==> src/rtl/ram_sp_clr_if.sv <==
// Request/response bus for ram_sp_clr: the requester drives the access, and the RAM
// answers with ready, read data and status pulses.
interface ram_sp_clr_if #(
   parameter int DW = 4,
   parameter int AW = 3
);
   logic          req;
   logic          rw;
   logic [AW-1:0] addr;
   logic [DW-1:0] data_in;
   logic          clr;
   logic          ready;
   logic [DW-1:0] data_out;
   logic          rd_valid;
   logic          err;

   modport master (
      output req, rw, addr, data_in, clr,
      input  ready, data_out, rd_valid, err
   );

   modport slave (
      input  req, rw, addr, data_in, clr,
      output ready, data_out, rd_valid, err
   );
endinterface

==> src/rtl/ram_sp_clr.sv <==
// Single-port synchronous RAM with req/ready handshake, registered read port and
// a clear sequencer that sweeps every word to CLR_VAL after reset or on command.
module ram_sp_clr #(
   parameter int              DW      = 4,
   parameter int              AW      = 3,
   parameter int              DEPTH   = 8,
   parameter logic [DW-1:0]   CLR_VAL = '0
) (
   input  logic         clk,
   input  logic         rst_n,
   ram_sp_clr_if.slave  bus
);

   typedef enum logic {CLEAR, IDLE} state_t;

   localparam logic [AW-1:0] LAST_ADDR = AW'(DEPTH - 1);
   localparam logic [AW:0]   ADDR_LIM  = (AW + 1)'(DEPTH);

   state_t          state, state_nxt;
   logic [AW-1:0]   cnt, cnt_nxt;
   logic [DW-1:0]   mem [DEPTH];

   logic            accept;
   logic            in_range;
   logic [DW-1:0]   data_out_p1;
   logic            vld_p1;
   logic            err_p1;

   assign in_range = ({1'b0, bus.addr} < ADDR_LIM);
   // clr wins over a concurrent req, so the req is left pending for the requester
   assign accept   = (state == IDLE) && !bus.clr && bus.req;

   always_comb begin
      state_nxt = state;
      cnt_nxt   = cnt;
      case (state)
         CLEAR: begin
            if (cnt == LAST_ADDR) begin
               cnt_nxt   = '0;
               state_nxt = IDLE;
            end else begin
               cnt_nxt = cnt + AW'(1);
            end
         end
         IDLE: begin
            if (bus.clr) begin
               cnt_nxt   = '0;
               state_nxt = CLEAR;
            end
         end
         default: begin
            cnt_nxt   = '0;
            state_nxt = CLEAR;
         end
      endcase
   end

   always_ff @(posedge clk or negedge rst_n) begin
      if (!rst_n) begin
         state <= CLEAR;
         cnt   <= '0;
      end else begin
         state <= state_nxt;
         cnt   <= cnt_nxt;
      end
   end

   // Storage array: contents are initialised only by the sweep, never by reset
   always_ff @(posedge clk) begin
      if (state == CLEAR) begin
         mem[cnt] <= CLR_VAL;
      end else if (accept && !bus.rw && in_range) begin
         mem[bus.addr] <= bus.data_in;
      end
   end

   // Stage p1: registered read data and one-cycle status pulses
   always_ff @(posedge clk or negedge rst_n) begin
      if (!rst_n) begin
         data_out_p1 <= '0;
         vld_p1      <= 1'b0;
         err_p1      <= 1'b0;
      end else begin
         vld_p1 <= accept && bus.rw;
         err_p1 <= accept && !in_range;
         if (accept && bus.rw) begin
            data_out_p1 <= in_range ? mem[bus.addr] : '0;
         end
      end
   end

   assign bus.ready    = (state == IDLE);
   assign bus.data_out = data_out_p1;
   assign bus.rd_valid = vld_p1;
   assign bus.err      = err_p1;

endmodule

==> src/flat_wrapper.sv <==
// flat-port wrapper written by rule: the top's interface ports become plain ports
module ram_sp_clr_flat 
#(
   parameter int              DW      = 4,
   parameter int              AW      = 3,
   parameter int              DEPTH   = 8,
   parameter logic [DW-1:0]   CLR_VAL = '0
)
  (clk, rst_n, bus_req, bus_rw, bus_addr, bus_data_in, bus_clr, bus_ready, bus_data_out, bus_rd_valid, bus_err);
  ram_sp_clr_if #(.DW(DW), .AW(AW)) bus_i ();
  input  logic clk;
  input  logic rst_n;
  input wire logic [$bits(bus_i.req)-1:0] bus_req;
  input wire logic [$bits(bus_i.rw)-1:0] bus_rw;
  input wire logic [$bits(bus_i.addr)-1:0] bus_addr;
  input wire logic [$bits(bus_i.data_in)-1:0] bus_data_in;
  input wire logic [$bits(bus_i.clr)-1:0] bus_clr;
  output wire logic [$bits(bus_i.ready)-1:0] bus_ready;
  output wire logic [$bits(bus_i.data_out)-1:0] bus_data_out;
  output wire logic [$bits(bus_i.rd_valid)-1:0] bus_rd_valid;
  output wire logic [$bits(bus_i.err)-1:0] bus_err;
  assign bus_i.req = bus_req;
  assign bus_i.rw = bus_rw;
  assign bus_i.addr = bus_addr;
  assign bus_i.data_in = bus_data_in;
  assign bus_i.clr = bus_clr;
  assign bus_ready = bus_i.ready;
  assign bus_data_out = bus_i.data_out;
  assign bus_rd_valid = bus_i.rd_valid;
  assign bus_err = bus_i.err;
  ram_sp_clr #(.DW(DW), .AW(AW), .DEPTH(DEPTH), .CLR_VAL(CLR_VAL)) u_core (.clk(clk), .rst_n(rst_n), .bus(bus_i));
endmodule
==> config.mk <==
export PLATFORM = sky130hd
export DESIGN_NAME = ram_sp_clr_flat
export DESIGN_NICKNAME = d
export VERILOG_FILES = /design/src/rtl/ram_sp_clr_if.sv /design/src/rtl/ram_sp_clr.sv /design/src/flat_wrapper.sv
export SDC_FILE = /design/constraint.sdc
export NUM_CORES = 1
export LEC_CHECK = 0
export BUFFER_PORTS_ARGS = -buffer_cell sky130_fd_sc_hd__clkbuf_2
export CAP_MARGIN = 20
export CORE_AREA = 10 10 76 78
export CTS_CLUSTER_SIZE = 28
export DETAILED_ROUTE_END_ITERATION = 16
export DIE_AREA = 0 0 86 88
export PLACE_DENSITY_LB_ADDON = 0.12
export SLEW_MARGIN = 20
export SYNTH_ARGS = -nofsm -noshare
export SYNTH_HDL_FRONTEND = slang
export SYNTH_SLANG_ARGS = --single-unit
==> constraint.sdc <==
create_clock -name clk -period 2.3 [get_ports clk]
set_input_delay 0.46 -clock clk [delete_from_list [all_inputs] [get_ports clk]]
set_output_delay 0.46 -clock clk [all_outputs]
set_load 0.1 [all_outputs]
After elaboration in Yosys (flattened, before gate mapping):

Memories as Yosys holds them, arrays and structs flattened. A register that Yosys moved wholly into a read port is not among the register bits.
Cells that the tools add are included.

* flip-flop bits (word level): 5
* RAM bits: 32
* input bits: 12
* output and inout port bits: 7
* memories: 1

* add/sub/neg operators: 1
* equality and inequality tests: 2
* multiplexer cells: 13
* bitwise operators: 1
* reduce and logical (&&, ||, !) cells: 8

Memory list
* u_core.mem: depth 8, bits a word 4, rd ports 1, clocked after Yosys merged registers in 1, write ports 1, line ram_sp_clr.sv:21 `logic [DW-1:0] mem [DEPTH];`

Operators by type and width (number)
* $mux 3: 3
* $mux 1: 7
* $pmux 3 s2: 1
* $logic_and 1x1->1: 4
* $mux 4: 1
* $reduce_or 4->1: 1
* $add 3x1->3 const B: 1
* $eq 3x3->1 const B: 1
* $logic_not 1->1: 3
* $ne 2x2->1 const B: 1
* $pmux 1 s2: 1
* $not 1->1: 1

Logic depth before layout (Yosys ltp):

* depth in word-level cells: 9
* gate-level depth with buffers: 5
* depth with buffers taken out: 4

Least setup slack after synthesis:

OpenSTA, ideal clock, no wires.

* path type: register to register
* start point: register u_core.state (netlist: u_core.bus.ready)
* end point: memory u_core.mem[2][0], enable pin
* library setup time: 0.361 ns
* arrival time: 2.126 ns
* required time: 1.939 ns
* setup slack: -0.187 ns
* stages on the path, launching flop included: 5
* buffers on the path: 1
* clock period less this slack: 2.487 ns
* cell sequence: dfrtp_1 -> and4bb_2 -> buf_6 -> mux2_2 -> nor3_1

* word-level cells in the longest chain between the ends: 8

Ends and longest elaborated chain
* start, declared: line ram_sp_clr.sv:19 `state_t state, state_nxt;`
* start signal, assigned: line ram_sp_clr.sv:63 `state <= state_nxt;`
* $logic_and 1x1->1 (2 in series): line ram_sp_clr.sv:31 `assign accept = (state == IDLE) && !bus.clr && bus.req;`
* $logic_and 1x1->1: line ram_sp_clr.sv:72 `end else if (accept && !bus.rw && in_range) begin`
* $mux 1: line ram_sp_clr.sv:72
* $mux 1: line ram_sp_clr.sv:70 `if (state == CLEAR) begin`
* $mux 1 (not written as such): line ram_sp_clr.sv:73 `mem[bus.addr] <= bus.data_in;`
* $reduce_or 4->1 (no source line)
* $mux 3 (no source line) or $mux 1 (tied branches)
* end, declared: line ram_sp_clr.sv:21

Several ways; a longest one is shown, not always the timed one.

Worst setup path after layout:

* start point: register u_core.state (netlist: u_core.bus.ready)
* end point: memory u_core.mem[4][2], enable pin

The elaborated chain is that of the path after synthesis.

==> metrics.md <==
| Metric | Value |
|---|---|
| Power per cell area | `1230 nW/um^2` |
| FF-to-FF End | `u_core.mem[4][2]` |
| WP data required | `2.31 ns` |
| Critical-path cell list | `and4bb_2 > mux2_2 > nor3_1 > buf_4` |
| Largest area contributor in the netlist | `edfxtp_1` |
| Switching pwr | `0.000912 W` |
| Post-Syn Area | `1770 sq um` |
| EDFF count, synth | `32` |
| Total CTS buffers | `5` |
| Inst Count DP | `185` |
| Largest net degree at the start of global routing | `19` |
| Die height | `88 um` |
| Fin crit period | `1.91 ns` |
| Sequential power share | `44.7%` |
| Die footprint | `7570 sq um` |
| Worst Path Arrival | `1.92 ns` |
| Fin nets | `154` |
| CTS tree | `yes` |
| Logic pwr share | `32.7%` |
| Worst Setup End Kind | `flip-flop` |
| Post-synthesis sequential area ratio | `67.0%` |
| Synth area leaders | `edfxtp_1 54%, dfrtp_1 13%, mux2i_1 10%` |
| Worst-path maximum fanout | `12` |
| Crit path launch | `u_core.bus.ready` |
| GP Congestion | `0.742` |
| Post-route ant nets | `0` |
| Synthesized Nets | `128` |
| Fraction of registers with async set/reset | `22.0%` |
| Vias in the first global route | `992` |
| First-pass GRT wire length | `5550 um` |
| Nature of the critical path startpoint | `flip-flop` |
| Hold buffers post-CTS | `0` |
| Max_slew headroom | `60.0%` |
| Filler cells | `382` |
| Slew Limit Fails | `0` |
| Port Buf Inserts | `17` |
| Final setup violation count | `0` |
| Fin cells | `193` |
| Outcome | `finished, final reports clean` |
| Grt ovf | `0` |
| Slowest CP cell | `dfrtp_2` |
| Routed len/inst | `17.8 um` |
| Worst slew pin tran | `0.600 ns` |
| Flop-to-flop setup slack | `0.39 ns` |
| DRT Pass-1 Iters | `4` |
| # diodes | `0` |
| WL final | `3440 um` |
| Initial DRC count | `88` |
| Row count | `24` |
| WHS | `0.0232 ns` |
| Dpl cell area | `1920 sq um` |
| Root buf cell | `clkbuf_8` |
| Maximum vdd drop | `649 uV` |
| Max Cap Violations | `0` |
| FF-to-FF path depth | `4` |
| Critical path class | `reg -> reg` |
| Worst Skew | `0.00409 ns` |
| Top-count cell post-synth | `edfxtp_1` |
| Crit path largest cell delay | `0.46 ns` |
| Tot GR Track Use | `9.77%` |
| Initial antenna violation count | `0` |
| RSZ-0062 raised after global routing | `no` |
| Fmax | `523 MHz` |
| Fin area | `2030 sq um` |
| Last element of the critical path | `u_core.mem[4][2]` |
| Clk sinks | `41` |
| Setup TNS | `0 ns` |
| Via Count | `968` |
| Die Wd | `86 um` |
| Cell Int Power | `0.00158 W` |
| FF/Latch Area | `1190 sq um` |
| Clock insertion delay at the later pin of the skew report | `0.29 ns` |
| Ports | `19` |
| DP Wirelength | `2540 um` |
| Area growth syn-to-layout | `14.7%` |
| Syn Area/Cell | `15.5 sq um` |
| Final period utilization | `83.2%` |
| Yosys top cell area share | `54.3%` |
| Via/cell ratio | `5.02` |
| Top post-synthesis cells by count | `32 x edfxtp_1, 18 x mux2i_1, 9 x dfrtp_1` |
| Number of setup buffers added after CTS | `0` |
| Leak Pwr | `0.820 nW` |
| Cells after synthesis | `114` |
| #FFs+latches synth | `41` |
| Initial core utilization | `41.2%` |
| Max clock buf depth | `2` |
| Reg2reg start | `u_core.bus.ready` |
| Multi-input gate area | `510 sq um` |
| Core area | `4290 sq um` |
| Clk pwr share | `22.6%` |
| DR DRC count | `0` |
| Reg clk slew, reported paths | `0.08 ns` |
| Sw frac | `36.6%` |
| Yosys warns | `0` |
| PostCTS Resize Cnt | `0` |
| Hold crit path type | `in -> async` |
| Clock H-tree levels | `2` |
| Synth cell types | `23` |
| Main synth FF type | `edfxtp_1` |
| Fraction of layout cells with a size suffix above 1 | `27.7%` |
| Hold Vio Cnt, Final | `0` |
==> final cells by class <==
class / count / share of cell area (%)
sequential: 41 / 58.5
multi-input combinational: 63 / 25.2
clock inverter: 2 / 1.66
timing repair buffer: 25 / 7.15
tap: 52 / 3.21
inverter: 4 / 0.740
clock buffer: 6 / 3.58
==> how the worst min path moves through the flow <==
stage               slack [ns]                      to  cells after the start  startpoint
finish                    0.02           u_core.cnt[0]                      1       rst_n
floorplan                 0.16  u_core.bus.data_out[0]                      0       rst_n
global placement          0.32           u_core.cnt[2]                      1       rst_n
detailed placement        0.33           u_core.cnt[2]                      1       rst_n
CTS                       0.02           u_core.cnt[0]                      1       rst_n
global route              0.02           u_core.cnt[0]                      1       rst_n
==> critical path, delay by kind of cell, from the launching register on <==
kind | cells | cell delay (ns)
and+or+nand+nor | 2 | 0.59
DFF | 1 | 0.46
muxes | 1 | 0.40
buffers and inverters | 1 | 0.18
==> kinds of logic (layout without fill, tap and decap cells) <==
| group | Yosys count | in the layout | synth area share [%] |
|---|---|---|---|
| buffers and inverters | 10 | 37 | 4.10 |
| other | 1 | 1 | 0.212 |
| and+or+nand+nor | 26 | 26 | 7.85 |
| adders and majority gates | 2 | 2 | 1.41 |
| muxes | 24 | 24 | 16.5 |
| AOI/OAI and AO/OA | 10 | 10 | 2.83 |
| DFF | 41 | 41 | 67.0 |
==> power groups by stage <==
stage                     clock network [W]  logic (W)  registers (W)
after CTS                          0.000572   0.000828        0.00111
after detailed placement                  0   0.000824        0.00113
after global placement                    0   0.000807        0.00112
after floorplan                           0   0.000344        0.00138
final                              0.000563   0.000815        0.00111
after global routing               0.000609   0.000882        0.00113
==> registers in the layout, indices dropped and copies added (netlist names) <==
register / flops
u_core.bus.data_out: 4
u_core.bus.rd_valid: 1
u_core.bus.ready: 1
u_core.cnt: 3
u_core.mem: 32
==> cell usage in the layout (no fill, tap or decap), types with 2 or more instances in the layout <==
cell type / netlist / layout
clkbuf_2: 0 / 17
mux2i_1: 18 / 18
ha_1: 2 / 2
a21oi_1: 3 / 3
dfrtp_1: 9 / 8
clkbuf_8: 0 / 5
mux2_2: 2 / 2
nor2b_1: 2 / 2
mux4_2: 4 / 4
o21ai_1: 4 / 4
nor3_1: 8 / 8
edfxtp_1: 32 / 32
inv_1: 4 / 4
o21ai_0: 3 / 3
buf_4: 1 / 8
nor2_1: 2 / 2
nand2_1: 7 / 7
and2_1: 4 / 4
==> stage by stage <==
| stage | setup WS (ns) | utilization (%) | total power, W |
|---|---|---|---|
| 2_1_floorplan | 0.103 | - | 0.00172 |
| 3_3_place_gp | 0.250 | 44.8 | 0.00193 |
| 3_5_place_dp | 0.241 | 44.8 | 0.00195 |
| 4_1_cts | 0.377 | 47.3 | 0.00251 |
| 5_1_grt | 0.278 | 47.3 | 0.00263 |
| 6_report | 0.387 | 47.3 | 0.00249 |
==> routing by layer <==
metal | global-route usage, % | vias to the layer above | part of all wire (%)
met5 | 0 | - | 0
met4 | 3.14 | 0 | 1.5
met3 | 3.53 | 6 | 4.0
met2 | 15.2 | 19 | 48
met1 | 12.3 | 469 | 47
li1 | - | 474 | -
(Power assumes the default switching activity.)
